--- config.mk ---
export PLATFORM = sky130hd
export DESIGN_NAME = alu_seq_ctrl
export DESIGN_NICKNAME = d
export VERILOG_FILES = /design/src/rtl/alu_seq_ctrl.sv
export SDC_FILE = /design/constraint.sdc
export NUM_CORES = 1
export LEC_CHECK = 0
export CAP_MARGIN = 25
export CORE_ASPECT_RATIO = 2
export CORE_MARGIN = 2
export CORE_UTILIZATION = 31
export CTS_BUF_LIST = sky130_fd_sc_hd__clkbuf_4
export DETAILED_ROUTE_END_ITERATION = 12
export GPL_ROUTABILITY_DRIVEN = 1
export PLACE_DENSITY = 0.93
export SLEW_MARGIN = 25
export SYNTH_ARGS = -nofsm -noshare
export SYNTH_HDL_FRONTEND = slang
export SYNTH_SLANG_ARGS = --single-unit
--- constraint.sdc ---
create_clock -name clk -period 4.2 [get_ports clk]
set_clock_uncertainty 0.05 [all_clocks]
set_input_delay 0.84 -clock clk [delete_from_list [all_inputs] [get_ports clk]]
set_output_delay 0.84 -clock clk [all_outputs]
set_load 0.01 [all_outputs]
--- src/rtl/alu_seq_ctrl.sv ---
// Fetch/execute control-step sequencer for the Mini SRC datapath.
// Drives every datapath strobe from the current step and the decoded IR fields.
//
// state | meaning
// IDLE  | parked, waiting for run
// T0    | PC to MAR, Z <= PC + 1
// T1    | PC <= Z, start memory read
// T1W   | memory wait state, read held
// T2    | MDR to IR
// T3    | Y <= R[rb], decode / illegal check
// T4    | Z <= Y op R[rc]
// T5    | R[ra] <= ZLO, or LO <= ZLO for mul/div
// T6    | HI <= ZHI (mul/div only)
module alu_seq_ctrl #(
    parameter int DATA_W = 32,
    parameter int REG_ADDR_W = 4,
    parameter int OPC_W = 5,
    parameter logic [OPC_W-1:0] ALU_INC = 5'b11111,
    parameter logic [OPC_W-1:0] OPC_RMAX = 5'd11,
    parameter logic [OPC_W-1:0] OPC_MUL = 5'd15,
    parameter logic [OPC_W-1:0] OPC_DIV = 5'd16,
    localparam int NUM_REGS = 2**REG_ADDR_W
) (
    input  logic                clk,
    input  logic                clr,
    input  logic                run,
    input  logic                mem_ready,
    input  logic [DATA_W-1:0]   ir,
    output logic                Pout,
    output logic                MARen,
    output logic                Pen,
    output logic                Read,
    output logic                MDRen,
    output logic                MDROut,
    output logic                IRen,
    output logic                Yen,
    output logic                ZLOen,
    output logic                ZHIen,
    output logic                ZLOout,
    output logic                ZHIout,
    output logic                HIen,
    output logic                LOen,
    output logic [NUM_REGS-1:0] reg_out,
    output logic [NUM_REGS-1:0] reg_en,
    output logic [OPC_W-1:0]    alu_control,
    output logic [3:0]          step,
    output logic                instr_done,
    output logic                illegal
);

    typedef enum logic [3:0] {
        IDLE = 4'd0,
        T0   = 4'd1,
        T1   = 4'd2,
        T1W  = 4'd3,
        T2   = 4'd4,
        T3   = 4'd5,
        T4   = 4'd6,
        T5   = 4'd7,
        T6   = 4'd8
    } state_t;

    localparam int FIELD_LSB = DATA_W - OPC_W - 3*REG_ADDR_W;

    state_t state, state_nxt;

    logic [OPC_W-1:0]      opcode;
    logic [REG_ADDR_W-1:0] ra, rb, rc;
    logic                  is_muldiv, is_r3, is_legal;
    logic                  ir_unused;

    assign opcode = ir[DATA_W-1 -: OPC_W];
    assign ra     = ir[DATA_W-OPC_W-1 -: REG_ADDR_W];
    assign rb     = ir[DATA_W-OPC_W-REG_ADDR_W-1 -: REG_ADDR_W];
    assign rc     = ir[DATA_W-OPC_W-2*REG_ADDR_W-1 -: REG_ADDR_W];
    assign ir_unused = ^ir[FIELD_LSB-1:0];

    assign is_muldiv = (opcode == OPC_MUL) || (opcode == OPC_DIV);
    assign is_r3     = (opcode <= OPC_RMAX);
    assign is_legal  = is_muldiv || is_r3;

    assign step = state;

    always_ff @(posedge clk) begin
        if (!clr) begin
            state <= IDLE;
        end else begin
            state <= state_nxt;
        end
    end

    always_comb begin
        state_nxt   = state;
        Pout        = 1'b0;
        MARen       = 1'b0;
        Pen         = 1'b0;
        Read        = 1'b0;
        MDRen       = 1'b0;
        MDROut      = 1'b0;
        IRen        = 1'b0;
        Yen         = 1'b0;
        ZLOen       = 1'b0;
        ZHIen       = 1'b0;
        ZLOout      = 1'b0;
        ZHIout      = 1'b0;
        HIen        = 1'b0;
        LOen        = 1'b0;
        reg_out     = '0;
        reg_en      = '0;
        alu_control = '0;
        instr_done  = 1'b0;
        illegal     = 1'b0;

        case (state)
            IDLE: begin
                if (run) state_nxt = T0;
            end
            T0: begin
                Pout        = 1'b1;
                MARen       = 1'b1;
                ZLOen       = 1'b1;
                alu_control = ALU_INC;
                state_nxt   = T1;
            end
            T1: begin
                ZLOout    = 1'b1;
                Pen       = 1'b1;
                Read      = 1'b1;
                MDRen     = 1'b1;
                state_nxt = mem_ready ? T2 : T1W;
            end
            // PC already advanced in T1, so only the read is held here.
            T1W: begin
                Read  = 1'b1;
                MDRen = 1'b1;
                if (mem_ready) state_nxt = T2;
            end
            T2: begin
                MDROut    = 1'b1;
                IRen      = 1'b1;
                state_nxt = T3;
            end
            T3: begin
                reg_out = NUM_REGS'(1) << rb;
                Yen     = 1'b1;
                if (!is_legal) begin
                    illegal   = 1'b1;
                    state_nxt = run ? T0 : IDLE;
                end else begin
                    state_nxt = T4;
                end
            end
            T4: begin
                reg_out     = NUM_REGS'(1) << rc;
                alu_control = opcode;
                ZLOen       = 1'b1;
                ZHIen       = is_muldiv;
                state_nxt   = T5;
            end
            T5: begin
                ZLOout = 1'b1;
                if (is_muldiv) begin
                    LOen      = 1'b1;
                    state_nxt = T6;
                end else begin
                    reg_en     = NUM_REGS'(1) << ra;
                    instr_done = 1'b1;
                    state_nxt  = run ? T0 : IDLE;
                end
            end
            T6: begin
                ZHIout     = 1'b1;
                HIen       = 1'b1;
                instr_done = 1'b1;
                state_nxt  = run ? T0 : IDLE;
            end
            default: state_nxt = IDLE;
        endcase
    end

endmodule
# After elaboration in Yosys (flattened, before gate mapping)
# Cells that the tools add are included.
[totals]
elab_cells = 50
reg_bits = 4
output_inout_bits = 57
input_bits = 36
[op_classes]
n_lt_le_gt_ge = 1
n_mux = 26
reduce_logical = 7
n_eq_ne = 12
shifts = 3
[op_table]
columns = ["operator", "count"]
rows = [
  ["1-bit by 4-bit << shifter with 16-bit output, first input constant", 3],
  ["4-bit one-hot mux with 9 select lines", 1],
  ["16-bit two-way mux", 2],
  ["16-bit one-hot mux with 2 select lines", 1],
  ["4-bit by 3-bit equality test with 1-bit output, second input constant", 4],
  ["1-bit two-way mux", 15],
  ["4-bit two-way mux", 3],
  ["5-bit one-hot mux with 2 select lines", 1],
  ["4-bit by 2-bit equality test with 1-bit output, second input constant", 2],
  ["3-bit two-way mux", 2],
  ["2-bit OR reduction", 3],
  ["5-bit by 4-bit equality test with 1-bit output, second input constant", 1],
  ["5-bit equality test, second input constant", 1],
  ["5-bit by 4-bit less-or-equal comparator with 1-bit output, second input constant", 1],
  ["4-bit by 1-bit equality test with 1-bit output, second input constant", 1],
  ["4-bit equality test, second input constant", 1],
  ["4-bit zero test", 1],
  ["2-bit inequality test, second input constant", 2],
  ["1-bit logical OR", 2],
  ["1-bit one-hot mux with 2 select lines", 1],
  ["2-bit AND reduction", 1],
]

# Depth between registers and ports, before layout
[depth]
ltp_word = 5
depth_mapped = 6
mapped_depth_nobuf = 4

# Worst setup path before layout
# OpenSTA, ideal clock, no wires.
[synth_path]
path_type = "input to output"
start = "in ir[27]"
end = "out reg_en[0]"
t_required_ns = 3.310
slack_ns = 1.300
t_arrival_ns = 2.010
cell_stages = 4
n_path_buf = 0
cell_sequence = "and4b_1 -> a221oi_2 -> or3b_1 -> nor3_2"
[synth_via]
elab_chain_len = 4
elab_cells_between_ends = 5
classes_between = "eq/ne: 2; mux: 2; reduce/logical: 1"
[synth_rtl]
columns = ["element", "line_no", "source"]
rows = [
  ["start, declared", "28", "input logic [DATA_W-1:0] ir,"],
  ["5-bit by 4-bit equality test with 1-bit output or 5-bit equality test (tied branches)", "78", "assign is_muldiv = (opcode == OPC_MUL) || (opcode == OPC_DIV);"],
  ["1-bit logical OR *", "78", ""],
  ["16-bit two-way mux *", "162", "if (is_muldiv) begin"],
  ["16-bit two-way mux *", "114", "case (state)"],
  ["end, declared", "44", "output logic [NUM_REGS-1:0] reg_en,"],
]
# Mark *: on every way between the ends. The rest lies on a longest branch, timed or not.

# Final worst setup path
[layout_path]
start = "in ir[31]"
end = "out reg_en[0]"
# The elaborated chain is that of the path after synthesis.

==> results.sh <==
export IMPL_clk_pin_slew_ns=0.04
export IMPL_synth_edf_count=0
export IMPL_synth_most_common_cell="nor2_1"
export IMPL_power_density_nw_per_um2=191
export IMPL_clockBufferDepth=2
export IMPL_synth_flop_cell="dfxtp_1"
export IMPL_ant_nets=0
export IMPL_leakage_nw=0.547
export IMPL_setup_tns_final_ns=0
export IMPL_fillCellCount=225
export IMPL_status="finished, final reports clean"
export IMPL_cts_root_buffer="clkbuf_4"
export IMPL_grt_overflow_total=0
export IMPL_start_kind="input port"
export IMPL_wire_per_inst_um=13.1
export IMPL_ys_ff_latch=4
export IMPL_min_period_ns=3.93
export IMPL_endpoint_kind="primary output"
export IMPL_antenna_found_initial=0
export IMPL_rsz0062_at_grt="no"
export IMPL_crit_top_cell="clkdlybuf4s50_1"
export IMPL_postCtsResizedCells=0
export IMPL_finalHoldViolations=0
export IMPL_cts_hold_buf=0
export IMPL_syn_inst=127
export IMPL_power_mw=0.305
export IMPL_crit_chain="clkdlybuf4s50_1 -> and4b_1 -> a221oi_2 -> or3b_1 -> nor3_2 -> clkdlybuf4s50_1"
export IMPL_arrival_ns=3.04
export IMPL_r2r_slack_ns=2.35
export IMPL_cp_required_ns=3.31
export IMPL_gr_usage_all_layers_pct=20.0
export IMPL_fmax_ghz=0.255
export IMPL_final_period_utilization_pct=93.5
export IMPL_clkPwrFrac_pct=15.9
export IMPL_synth_area_um2=827
export IMPL_worst_slew_pin_slew_ns=0.653
export IMPL_critPathSlowestCell="clkdlybuf4s50_1"
export IMPL_max_cap_violations=0
export IMPL_grt_pass1_wl_um=4780
export IMPL_core_area_um2=2540
export IMPL_gp_congestion=0.749
export IMPL_drt_iter0_markers=15
export IMPL_die_h_um=77.0
export IMPL_synthTopCellsByCount="33 x nor2_1, 9 x nor3_1, 6 x nor2b_1"
export IMPL_vias=1210
export IMPL_grt_max_degree=20
export IMPL_multi_input_area_um2=658
export IMPL_synth_distinct_cells=41
export IMPL_switching_share_pct=39.2
export IMPL_detail_route_vias_per_cell=5.33
export IMPL_p_int_mw=0.185
export IMPL_fin_nets=237
export IMPL_seq_area_um2=80.1
export IMPL_numPortBuffers=77
export IMPL_crit_buf_inv=2
export IMPL_area_growth_pct=93.5
export IMPL_clk_latency_ns=0.24
export IMPL_ir_worst_vdd_mv=0.256
export IMPL_fin_util_pct=63.1
export IMPL_async_reset_ff_share_pct=0
export IMPL_cts_buffers=3
export IMPL_synth_top_area_share_pct=15.0
export IMPL_pwr_share_seq_pct=18.8
export IMPL_die_x_um=40.5
export IMPL_antennaDiodeCount=0
export IMPL_synth_warnings=0
export IMPL_remaining_drc_errors=0
export IMPL_post_cts_setup_buffers=0
export IMPL_slew_violations=0
export IMPL_switchingPower_mw=0.120
export IMPL_placedCellCount=224
export IMPL_syn_avg_cell_area_um2=6.51
export IMPL_initial_core_util_pct=32.6
export IMPL_finalSetupViolCount=0
export IMPL_max_stage_delay_ns=0.55
export IMPL_cts_num_sinks=4
export IMPL_firstDrtPassIters=4
export IMPL_ys_seq_area_share_pct=9.68
export IMPL_synth_nets=163
export IMPL_whs_ns=0.623
export IMPL_synth_area_leader_cell="nor2_1"
export IMPL_drive_above_1_share_pct=6.03
export IMPL_dpl_hpwl_um=2450
export IMPL_synth_area_leaders="nor2_1 15%, dfxtp_1 9.7%, nor3_1 5.4%"
export IMPL_io_pins=93
export IMPL_slew_headroom_pct=55.9
export IMPL_rows=26
export IMPL_htreeDepth=1
export IMPL_grt_pass1_vias=1153
export IMPL_fp_dieArea_um2=3120
export IMPL_largest_register_ffs=4
export IMPL_fin_cells=227
export IMPL_totalWireLength_um=2980
export IMPL_hold_class="reg2reg"
export IMPL_cts_tree="built"
export IMPL_crit_fanout=4
export IMPL_critPathTopFamily="buffers and inverters"
export IMPL_pwr_share_comb_pct=65.3
export IMPL_critPathKind="in2out"
metal layers:
metal | part of all wire (%) | wire length, µm | vias to the layer above | global-route usage (%)
met5 | 0 | 0 | - | 0
met4 | 1.8 | 55 | 0 | 4.33
met3 | 6.9 | 206 | 6 | 3.18
met2 | 52 | 1560 | 49 | 35.2
met1 | 39 | 1150 | 554 | 23.2
li1 | - | - | 601 | -
placed cells by master, fill, tap and decap left out, drive strengths merged, types with 2 or more instances in the layout:
| cell | netlist | routed |
|---|---|---|
| nand3b | 5 | 5 |
| nor2b | 6 | 6 |
| buf | 8 | 2 |
| inv | 5 | 5 |
| nand2b | 4 | 4 |
| clkdlybuf4s50 | 0 | 77 |
| a31oi | 5 | 5 |
| nor3 | 10 | 10 |
| a21oi | 4 | 4 |
| or3b | 4 | 4 |
| nor2 | 33 | 33 |
| nor3b | 3 | 3 |
| nand2 | 4 | 4 |
| o21a | 5 | 5 |
| dfxtp | 4 | 4 |
| o21ai | 2 | 2 |
| mux2i | 2 | 2 |
| clkbuf | 2 | 3 |
| a211oi | 3 | 3 |
stage by stage:
stage	cell area (µm²)	setup slack, ns
after floorplan	827	1.30
after global placement	1580	0.291
after detailed placement	1580	0.255
after CTS	1600	0.258
after global routing	1600	0.174
final	1600	0.273
area by class of cell:
| class | instances | share of cell area [%] |
|---|---|---|
| inverter | 5 | 1.17 |
| tap | 28 | 2.19 |
| multi-input combinational | 108 | 41.1 |
| timing repair buffer | 79 | 49.1 |
| sequential | 4 | 5.00 |
| clock buffer | 3 | 1.41 |
power groups by stage:
stage	Clock [mW]	Sequential, mW	Combinational (mW)
2_1_floorplan	0	0.0519	0.112
3_3_place_gp	0	0.0573	0.198
3_5_place_dp	0	0.0574	0.199
4_1_cts	0.0497	0.0570	0.201
5_1_grt	0.0517	0.0586	0.215
6_report	0.0484	0.0573	0.199
path summary, 6_finish.rpt:
check / to / from / cells after the start
setup / recovery: reg_en[0] / ir[31] / 6
hold / removal: step[2] / step[3] / 1
setup reg to reg: step[1] / step[0] / 4
hold reg to reg: step[2] / step[3] / 1
cells by family after synthesis:
kind of cell | synth area share [%]
flops | 9.68
mux | 2.87
compound gates | 22.1
buf+inv | 10.7
fa+ha+maj | 1.21
simple gates | 53.4
No activity file was read; power rests on OpenSTA's default activity.
